$ cat config.mk
export PLATFORM = sky130hd
export DESIGN_NAME = enc40to16_scan
export DESIGN_NICKNAME = d
export VERILOG_FILES = /design/src/rtl/enc40to16_scan.sv
export SDC_FILE = /design/constraint.sdc
export NUM_CORES = 1
export LEC_CHECK = 0
export CELL_PAD_IN_SITES_DETAIL_PLACEMENT = 0
export CELL_PAD_IN_SITES_GLOBAL_PLACEMENT = 1
export CORE_MARGIN = 1
export CORE_UTILIZATION = 41
export DETAILED_ROUTE_END_ITERATION = 10
export PLACE_DENSITY_LB_ADDON = 0.1
export SLEW_MARGIN = 15
export SYNTH_ARGS = -nofsm -noshare
export SYNTH_HDL_FRONTEND = slang
export SYNTH_SLANG_ARGS = --single-unit
$ cat constraint.sdc
create_clock -name clk -period 3.25 [get_ports clk]
set_input_delay 0.65 -clock clk [delete_from_list [all_inputs] [get_ports clk]]
set_output_delay 0.65 -clock clk [all_outputs]
set_load 0.02 [all_outputs]
$ cat src/rtl/enc40to16_scan.sv
// Priority-scan encoder: accepts a 40-bit request vector and streams the set-bit indices in ascending order.
// Optional feature: define ZERO_FLAG_EN to emit a single out_none beat for an all-zero vector.
module enc40to16_scan (
   input  logic        clk,
   input  logic        rst,
   input  logic [39:0] in_vec,
   input  logic        in_valid,
   output logic        in_ready,
   output logic [15:0] out_index,
   output logic [5:0]  out_seq,
   output logic        out_valid,
   input  logic        out_ready,
   output logic        out_last,
   output logic        out_none
);

   localparam int unsigned VEC_W = 40;
   localparam int unsigned IDX_W = 6;
   localparam int unsigned OUT_W = 16;

   localparam logic [0:0] S_IDLE = 1'b0;
   localparam logic [0:0] S_SCAN = 1'b1;

   logic [0:0]       state, state_nxt;
   logic [VEC_W-1:0] pending, pending_nxt, pending_clr;
   logic [IDX_W-1:0] seq_r, seq_nxt;
   logic [IDX_W-1:0] idx_r, idx_nxt;
   logic             last_r, last_nxt;
   logic             valid_r, valid_nxt;
   logic             ready_r, ready_nxt;
`ifdef ZERO_FLAG_EN
   logic             none_r, none_nxt;
`endif

   function automatic logic [IDX_W-1:0] lowest_set(input logic [VEC_W-1:0] v);
      logic [IDX_W-1:0] idx;
      idx = '0;
      for (int i = VEC_W - 1; i >= 0; i--) begin
         if (v[i]) idx = IDX_W'(i);
      end
      return idx;
   endfunction

   function automatic logic single_bit(input logic [VEC_W-1:0] v);
      return (v != '0) && ((v & (v - VEC_W'(1))) == '0);
   endfunction

   assign pending_clr = pending & ~(VEC_W'(1) << idx_r);

   // Next-state and next-output logic; beat fields are precomputed so outputs stay registered
   always_comb begin
      state_nxt   = state;
      pending_nxt = pending;
      seq_nxt     = seq_r;
      idx_nxt     = idx_r;
      last_nxt    = last_r;
`ifdef ZERO_FLAG_EN
      none_nxt    = none_r;
`endif
      case (state)
         S_IDLE: begin
            if (in_valid) begin
               pending_nxt = in_vec;
               seq_nxt     = '0;
               idx_nxt     = lowest_set(in_vec);
               last_nxt    = single_bit(in_vec);
               if (in_vec != '0) begin
                  state_nxt = S_SCAN;
`ifdef ZERO_FLAG_EN
                  none_nxt  = 1'b0;
               end else begin
                  state_nxt = S_SCAN;
                  last_nxt  = 1'b1;
                  none_nxt  = 1'b1;
`endif
               end
            end
         end
         default: begin
            if (out_ready) begin
               pending_nxt = pending_clr;
`ifdef ZERO_FLAG_EN
               none_nxt    = 1'b0;
`endif
               if (last_r) begin
                  state_nxt = S_IDLE;
                  seq_nxt   = '0;
                  idx_nxt   = '0;
                  last_nxt  = 1'b0;
               end else begin
                  seq_nxt  = IDX_W'(seq_r + IDX_W'(1));
                  idx_nxt  = lowest_set(pending_clr);
                  last_nxt = single_bit(pending_clr);
               end
            end
         end
      endcase
      valid_nxt = (state_nxt == S_SCAN);
      ready_nxt = (state_nxt == S_IDLE);
   end

   always_ff @(posedge clk or posedge rst) begin
      if (rst) begin
         state   <= S_IDLE;
         pending <= '0;
         seq_r   <= '0;
         idx_r   <= '0;
         last_r  <= 1'b0;
         valid_r <= 1'b0;
         ready_r <= 1'b1;
`ifdef ZERO_FLAG_EN
         none_r  <= 1'b0;
`endif
      end else begin
         state   <= state_nxt;
         pending <= pending_nxt;
         seq_r   <= seq_nxt;
         idx_r   <= idx_nxt;
         last_r  <= last_nxt;
         valid_r <= valid_nxt;
         ready_r <= ready_nxt;
`ifdef ZERO_FLAG_EN
         none_r  <= none_nxt;
`endif
      end
   end

   assign in_ready  = ready_r;
   assign out_valid = valid_r;
   assign out_index = {(OUT_W - IDX_W)'(0), idx_r};
   assign out_seq   = seq_r;
   assign out_last  = last_r;
`ifdef ZERO_FLAG_EN
   assign out_none  = none_r;
`else
   assign out_none  = 1'b0;
`endif

endmodule

== After elaboration in Yosys (flattened, before gate mapping) ==
Index checks and enable logic that the tools add are counted.

* Input port bits: 44
* Output and inout port bits: 26
* Flip-flop bits (word level): 55

* Reduce and logical (&&, ||, !) cells: 8
* Add/sub/neg operators: 3
* Equal/unequal tests: 1
* Shift operators: 1
* Bitwise logic cells: 5
* Muxes and demuxes: 100

{| class="wikitable"
|+ Operators by type and width
! cell !! count
|-
| two-way mux 6 bit || 88
|-
| AND 40 bit || 3
|-
| two-way mux 40 bit || 3
|-
| zero test 40 bit || 2
|-
| nonzero test 40 bit || 2
|-
| subtractor 40 x 1 -> 40 bit (second input constant) || 2
|-
| NOT 40 bit || 1
|-
| left shift 1 x 6 -> 40 bit (first input constant) || 1
|-
| two-way mux 1 bit || 9
|-
| adder 6 x 1 -> 6 bit (second input constant) || 1
|-
| logical AND 1 bit || 2
|-
| inequality test 2 bit (second input constant) || 1
|-
| AND reduction 2 bit || 1
|-
| nonzero test 2 bit || 1
|-
| NOT 1 bit || 1
|}

== Depth between registers and ports, before layout ==
Gate-level depths: netlist of run 1.

* Word-level depth: 46
* Depth in mapped cells: 11

== Worst setup path after synthesis of run 1 ==
Ideal clock, no wire load.

* Path type: input-to-reg
* Start point: input port in_vec[14]
* End point: register last_r (netlist: out_last)
* Arrival: 3002 ps
* Data required time: 3176 ps
* Cell stages on the path: 10
* Setup slack: 174 ps
* Buffers on the path: 1
* Setup time: 74 ps
* Cells stage by stage: clkbuf_1 -> or4_4 -> nor4_4 -> nand2_2 -> a2111oi_2 -> o2111ai_1 -> or4_1 -> nor4_2 -> a21oi_1 -> o21ai_2

* Cells in the longest elaborated chain, start to end: 6
* Elaborated cells on any way between the ends: 7
* Classes of those cells: add/sub (1); mux (2); bitwise (1); reduce/logical (3)

{| class="wikitable"
|+ Ends and longest elaborated chain
! what !! RTL line !! text
|-
| from (decl) || 6 || <nowiki>input logic [39:0] in_vec,</nowiki>
|-
| subtractor 40 x 1 -> 40 bit || 45 || <nowiki>return (v != '0) && ((v & (v - VEC_W'(1))) == '0);</nowiki>
|-
| AND 40 bit || 45 ||
|-
| zero test 40 bit || 45 ||
|-
| logical AND 1 bit * || 45 ||
|-
| two-way mux 1 bit * || 62 || <nowiki>if (in_valid) begin</nowiki>
|-
| two-way mux 1 bit * || 60 || <nowiki>case (state)</nowiki>
|-
| to (signal assigned) || 119 || <nowiki>last_r <= last_nxt;</nowiki>
|-
| to (decl) || 28 || <nowiki>logic last_r, last_nxt;</nowiki>
|}

Every way passes the cells marked *; elsewhere a longest branch is shown, timed or not. The select of a mux whose other input is x is not followed.
A chain may end at the register's enable or synchronous reset.

== Worst setup path in the final report of run 1 ==
* Start point: register idx_r[4]
* End point: register last_r (netlist: out_last)

* Cells in the longest elaborated chain, start to end: 10
* Elaborated cells on any way between the ends: 11
* Classes of those cells: add/sub (1); shift (1); mux (3); bitwise (3); reduce/logical (3)

{| class="wikitable"
|+ Ends and longest elaborated chain
! what !! RTL line !! text
|-
| from (decl) || 27 || <nowiki>logic [IDX_W-1:0] idx_r, idx_nxt;</nowiki>
|-
| from (signal assigned) || 118 || <nowiki>idx_r <= idx_nxt;</nowiki>
|-
| left shift 1 x 6 -> 40 bit * || 48 || <nowiki>assign pending_clr = pending & ~(VEC_W'(1) << idx_r);</nowiki>
|-
| NOT 40 bit * || 48 ||
|-
| AND 40 bit * || 48 ||
|-
| subtractor 40 x 1 -> 40 bit || 45 ||
|-
| AND 40 bit || 45 ||
|-
| zero test 40 bit || 45 ||
|-
| logical AND 1 bit * || 45 ||
|-
| two-way mux 1 bit * || 85 || <nowiki>if (last_r) begin</nowiki>
|-
| two-way mux 1 bit * || 80 || <nowiki>if (out_ready) begin</nowiki>
|-
| two-way mux 1 bit * || 60 ||
|}

Marks and branches as above.

==> impl_metrics.env, run 1 <==
export IMPL_fp_dieH_um=113
export IMPL_hold_viol=0
export IMPL_clock_path_buffers=2
export IMPL_drt_pass1_iterations=5
export IMPL_fin_nets=878
export IMPL_grt_usage_pct=32.1
export IMPL_initial_utilization_pct=42.1
export IMPL_dp_slack_ps=-318
export IMPL_final_common_cell="buf_4"
export IMPL_drc=0
export IMPL_multi_input_area_um2=3480
export IMPL_ff2ff_path_depth=10
export IMPL_io_buffers=58
export IMPL_finalSetupViolCount=0
export IMPL_clk_pin_slew_ps=90
export IMPL_dieArea_um2=12800
export IMPL_cts_buffers=5
export IMPL_status="finished clean"
export IMPL_tns_ps=0
export IMPL_ant_nets=0
export IMPL_grt_antenna_before_repair=0
export IMPL_seqCellArea_um2=1380
export IMPL_avgSynthCellArea_um2=7.51
export IMPL_crit_arrival_ps=3460
export IMPL_cts_root_buf="clkbuf_16"
export IMPL_synth_top_area_share_pct=26.7
export IMPL_worst_slack_ps=33.4
export IMPL_slew_viol_final=0
export IMPL_viasPerCell=6.23
export IMPL_die_w_um=113
export IMPL_vias=6110
export IMPL_critPathRequiredTime_ps=3490
export IMPL_slew_headroom_pct=50.9
export IMPL_grt_ovfl_total=0
export IMPL_nFillCells=1133
export IMPL_async_flop_share_pct=100
export IMPL_fin_util_pct=57.7
export IMPL_synth_seq_cells=55
export IMPL_clock_sinks=55
export IMPL_yosys_warnings=0
export IMPL_io_pins=70
export IMPL_worstSetupEndpointType="register"
export IMPL_hold_path_class="register to register"
export IMPL_crit_path_start_kind="register"
export IMPL_criticalPathCategory="register to register"
export IMPL_synth_area_um2=5050
export IMPL_synth_area_leaders="dfrtp_1 27%, o21ai_0 11%, nand2_1 6.2%"
export IMPL_grt_pass1_vias=5753
export IMPL_postSynthCellCount=673
export IMPL_ir_drop_mv=0.337
export IMPL_p_leak_nw=3.13
export IMPL_p_per_area_nw_per_um2=760
export IMPL_yosysTopAreaCell="dfrtp_1"
export IMPL_diodes=0
export IMPL_rows=40
export IMPL_finClkSkew_ps=9.02
export IMPL_period_needed_ps=3220
export IMPL_drv_cap=0
export IMPL_grt_pass1_wl_um=31700
export IMPL_yosys_cell_types_count=79
export IMPL_worstPathMaxFanout=11
export IMPL_hpwl_um=15700
export IMPL_worst_hold_slack_ps=490
export IMPL_h_tree_depth=2
export IMPL_synth_main_ff_cell="dfrtp_1"
export IMPL_wire_per_inst_um=20.7
export IMPL_first_iter_violations=586
export IMPL_holdPathStages=2
export IMPL_synth_edf_count=0
export IMPL_drive_above_1_share_pct=22.8
export IMPL_syn_to_final_growth_pct=37.2
export IMPL_cts_hold_buf=0
export IMPL_finalCritPeriodShare_pct=99.0
export IMPL_mostFrequentLayoutCells="131 x buf_4, 105 x o21ai_0, 84 x nand2_1"
export IMPL_drt_wl_total_um=20300
export IMPL_totalPowerFinal_mw=5.27
export IMPL_cts_tree="done"
export IMPL_core_area_um2=12000
export IMPL_clock_latency_ps=310
export IMPL_grt_max_degree=51
export IMPL_synth_seq_area_share_pct=27.3
export IMPL_globalplace_congestion=0.971
export IMPL_tightest_slew_ps=735
export IMPL_max_freq_ghz=0.311
==> cells in the mapped netlist (7+ instances only) <==
library cell	n
o21a_1	22
or4_1	9
nor4_1	8
nor2_1	49
nand2_1	84
o21ai_1	8
buf_4	11
o22ai_1	14
dfrtp_1	54
o31ai_1	10
nor3_1	12
clkbuf_1	30
a21oi_1	36
o21ai_0	107
a21o_1	7
nand3_1	23
a22o_1	15
nand2b_1	7
inv_1	21
==> per-layer routing <==
metal  global-route usage [%]  vias to the layer above  share of wire [%]
met1                     46.0                     2929                 45
met4                     9.47                        0                2.7
met2                     50.4                      311                 45
met5                        0                        -                  0
li1                         -                     2833                  -
met3                     3.86                       37                7.7
==> final cells by class <==
cell class              instances  share of cell area [%]
clock buffers                   5                    1.80
clock inverters                 3                   0.487
inverters                      21                    1.14
multi-input cells             557                    50.1
flip-flops and latches         55                    19.9
well taps                     147                    2.65
repair buffers                193                    23.9
==> worst paths after layout <==
kind | slack, ps | start | end
min reg2reg | 490 | pending[24] | pending[24]
max in group asynchronous | 1720 | rst | in_ready
max | 30 | idx_r[4] | out_last
min | 490 | pending[24] | pending[24]
min in group asynchronous | 790 | rst | pending[2]
max reg2reg | 30 | idx_r[4] | out_last
==> cells by family (layout without fill, tap and decap cells) <==
family | after synthesis | after routing | synth area share, %
AO/OA/AOI/OAI | 285 | 285 | 36.8
AND/OR/NAND/NOR | 246 | 246 | 25.9
buffers and inverters | 71 | 222 | 6.91
flip-flops | 55 | 55 | 27.3
adder cells (fa/ha/maj) | 7 | 7 | 1.44
multiplexers | 7 | 7 | 1.41
other | 1 | 11 | 0.0742
XOR/XNOR | 1 | 1 | 0.173
==> what timing repair did <==
item                                   CTS  global route
gates resized for setup                  3            40
setup buffers                            0             6
pin swaps                                0            15
setup endpoints to repair                1             2
endpoints found under the hold margin    0             0
==> where the power goes <==
group / internal, mW / switching [mW]
sequential: 0.893 / 0.243
clock: 0.300 / 0.298
combinational: 1.51 / 2.03
total: 2.71 / 2.57
==> through the flow <==
| stage | instances | instance area, um^2 |
|---|---|---|
| after floorplan | 683 | 5090 |
| after global placement | 967 | 6580 |
| after detailed placement | 967 | 6580 |
| after CTS | 975 | 6740 |
| after global routing | 981 | 6940 |
| final | 981 | 6940 |
==> sequential cells by signal, summed over array words and instances, names as in the netlist <==
name / flops
pending: 40
idx_r: 6
out_seq: 6
in_ready: 1
out_last: 1
out_valid: 1
==> worst max-delay path, cell delays in order, from the launching register on <==
cell	delay (ps)
dfrtp_1	420
buf_12	150
or4b_1	640
o21a_1	250
o32ai_2	220
nand3_4	160
o32ai_1	390
nand4_1	290
nor3_2	260
o2111ai_2	210
o21ai_2	170
Power figures use the tool's default switching activity.
==> inputs of run 2 (changes only) <==
Settings changed: CORE_UTILIZATION 41 to 30.
==> run 2 against run 1 <==
  * First-iteration DRC count decreased by 1.2%
  * Via count decreased by 1.0%
  * Sequential power about the same
  * Clock skew decreased by 1.6 ps
  * Fmax increased by 1.1%
  * Utilization decreased by 15 points
  * Sequential cell count unchanged
  * Cell count increased by 9.9%
  * Clock-buffer cell count unchanged
  * Non-clock buffer count increased by 24
  * Critical path type unchanged
==> impl_metrics.env, run 2 (synthesis results as in run 1) <==
export IMPL_clk_pin_slew_ps=80
export IMPL_stdcell_count=1078
export IMPL_critPathRequiredTime_ps=3490
export IMPL_status="finished clean"
export IMPL_fin_nets=902
export IMPL_grt_antenna_before_repair=0
export IMPL_grt_busiest_layer="met2"
export IMPL_mostFrequentLayoutCells="156 x buf_4, 105 x o21ai_0, 84 x nand2_1"
export IMPL_r2r_slack_ps=70
export IMPL_crit_start="idx_r[2]"
export IMPL_drive_above_1_share_pct=24.8
export IMPL_hold_viol=0
export IMPL_clock_sinks=55
export IMPL_finClkSkew_ps=7.45
export IMPL_max_freq_ghz=0.314
export IMPL_grt_usage_pct=25.1
export IMPL_top_register="pending"
export IMPL_first_iter_violations=579
export IMPL_grt_pass1_wl_um=33600
export IMPL_worstSetupEndpointType="register"
export IMPL_grt_pass1_vias=5919
export IMPL_grt_ovfl_total=0
export IMPL_drc=0
export IMPL_place_inst=1065
export IMPL_finalCritPeriodShare_pct=97.9
export IMPL_rows=47
export IMPL_clock_latency_ps=310
export IMPL_drt_wl_total_um=21700
export IMPL_die_w_um=132
export IMPL_hold_path_class="register to register"
export IMPL_ant_nets=0
export IMPL_criticalPathCategory="register to register"
export IMPL_ir_drop_mv=0.323
export IMPL_viasPerCell=5.61
export IMPL_diodes=0
export IMPL_dieArea_um2=17400
export IMPL_p_per_area_nw_per_um2=773
export IMPL_hp_start="pending[29]"
export IMPL_cts_hold_buf=0
export IMPL_hpwl_um=17100
export IMPL_drt_pass1_iterations=5
export IMPL_grtUsageMet2_pct=40.1
export IMPL_drv_cap=0
export IMPL_fp_dieH_um=132
export IMPL_tightest_slew_ps=543
export IMPL_worstPathMaxFanout=8
export IMPL_totalPowerFinal_mw=5.50
export IMPL_largest_reg_flops=40
export IMPL_slew_headroom_pct=62.9
export IMPL_h_tree_depth=2
export IMPL_met1_usage_pct=34.9
export IMPL_critPathCapture="out_last"
export IMPL_cts_tree="done"
export IMPL_final_common_cell="buf_4"
export IMPL_wire_per_inst_um=20.1
export IMPL_rsz0062_at_grt="true"
export IMPL_nFillCells=1712
export IMPL_worst_r2r_startpoint="idx_r[2]"
export IMPL_ff2ff_path_depth=9
export IMPL_io_pins=70
export IMPL_crit_path_start_kind="register"
export IMPL_crit_arrival_ps=3420
export IMPL_grt_max_degree=56
export IMPL_seqCellArea_um2=1380
export IMPL_io_buffers=58
export IMPL_multi_input_area_um2=3450
export IMPL_period_needed_ps=3180
export IMPL_core_area_um2=16500
export IMPL_clock_path_buffers=2
export IMPL_initial_utilization_pct=30.6
export IMPL_slew_viol_final=0
export IMPL_cts_root_buf="clkbuf_16"
export IMPL_syn_to_final_growth_pct=40.8
export IMPL_p_leak_nw=3.07
export IMPL_r2r_end="out_last"
export IMPL_use_met3_pct=4.11
export IMPL_finalSetupViolCount=0
export IMPL_globalplace_congestion=0.948
export IMPL_cts_buffers=5
export IMPL_vias=6049
==> run 2: cell types whose count changed in the layout (fill, tap and decap cells not counted), sizes merged <==
cell,previous run,this run
clkinvlp,0,1
buf,135,159
clkdlybuf4s50,41,46
dlygate4sd2,0,12
dlymetal6s2s,17,0
inv,23,22
==> run 2: how the worst min path moves through the flow <==
stage	endpoint	slack, ps	cells after the start
floorplan	pending[27]	440	2
global placement	pending[24]	460	2
detailed placement	pending[24]	480	2
CTS	pending[24]	500	2
global route	pending[36]	540	1
finish	pending[29]	490	2
==> run 2: worst max-delay path, stage by stage (launching register included) <==
cell       delay, ps
dfrtp_1          480
buf_4            180
or4b_1           630
o32ai_4          410
a31oi_1          210
a211oi_1         260
nand4_1          230
nor3_1           270
o2111ai_1        250
o21ai_2          190
==> run 2: layout make-up <==
| type | instances | share of cell area [%] |
|---|---|---|
| Clock buffer | 5 | 1.76 |
| Clock inverter | 3 | 0.387 |
| Inverter | 21 | 1.11 |
| Multi-Input combinational cell | 557 | 48.5 |
| Sequential cell | 55 | 19.4 |
| Tap cell | 220 | 3.87 |
| Timing Repair Buffer | 217 | 25.0 |
==> run 2: metrics by stage <==
stage                     setup TNS (ps)  instance area, um^2  util, %  hold slack, ps  worst slack, ps
after global routing                -106                 7120     43.1             536            -58.0
after CTS                              0                 7070     42.8             496             11.5
after detailed placement            -485                 6860     41.5             477             -340
after global placement              -446                 6860     41.5             464             -319
after floorplan                        0                 5090        -             444              174
final                                  0                 7120     43.1             487             68.6
==> run 2: routing by layer <==
metal / vias to the layer above / wire, um
met3: 26 / 1490
li1: 2897 / -
met5: - / 0
met1: 2881 / 9880
met2: 245 / 9850
met4: 0 / 431
==> run 2: where the power goes <==
part / switching [mW] / leakage [nW] / total [mW] / internal [mW]
Clock: 0.291 / 0.0719 / 0.585 / 0.294
Combinational: 2.10 / 2.28 / 3.77 / 1.67
Sequential: 0.253 / 0.725 / 1.15 / 0.896
Total: 2.64 / 3.07 / 5.50 / 2.86
==> run 2: what timing repair did <==
item                       4_1_cts  5_1_grt
resized for setup               22       10
setup buffers                    4        1
cloned                           0        0
setup endpoints to repair        1        4
pin swaps                       10        3
==> inputs of run 3 (changes only) <==
Settings changed: CAP_MARGIN set to 20.
==> results of run 3 <==
The final DEF is identical to that of run 2; final timing and power are the same.
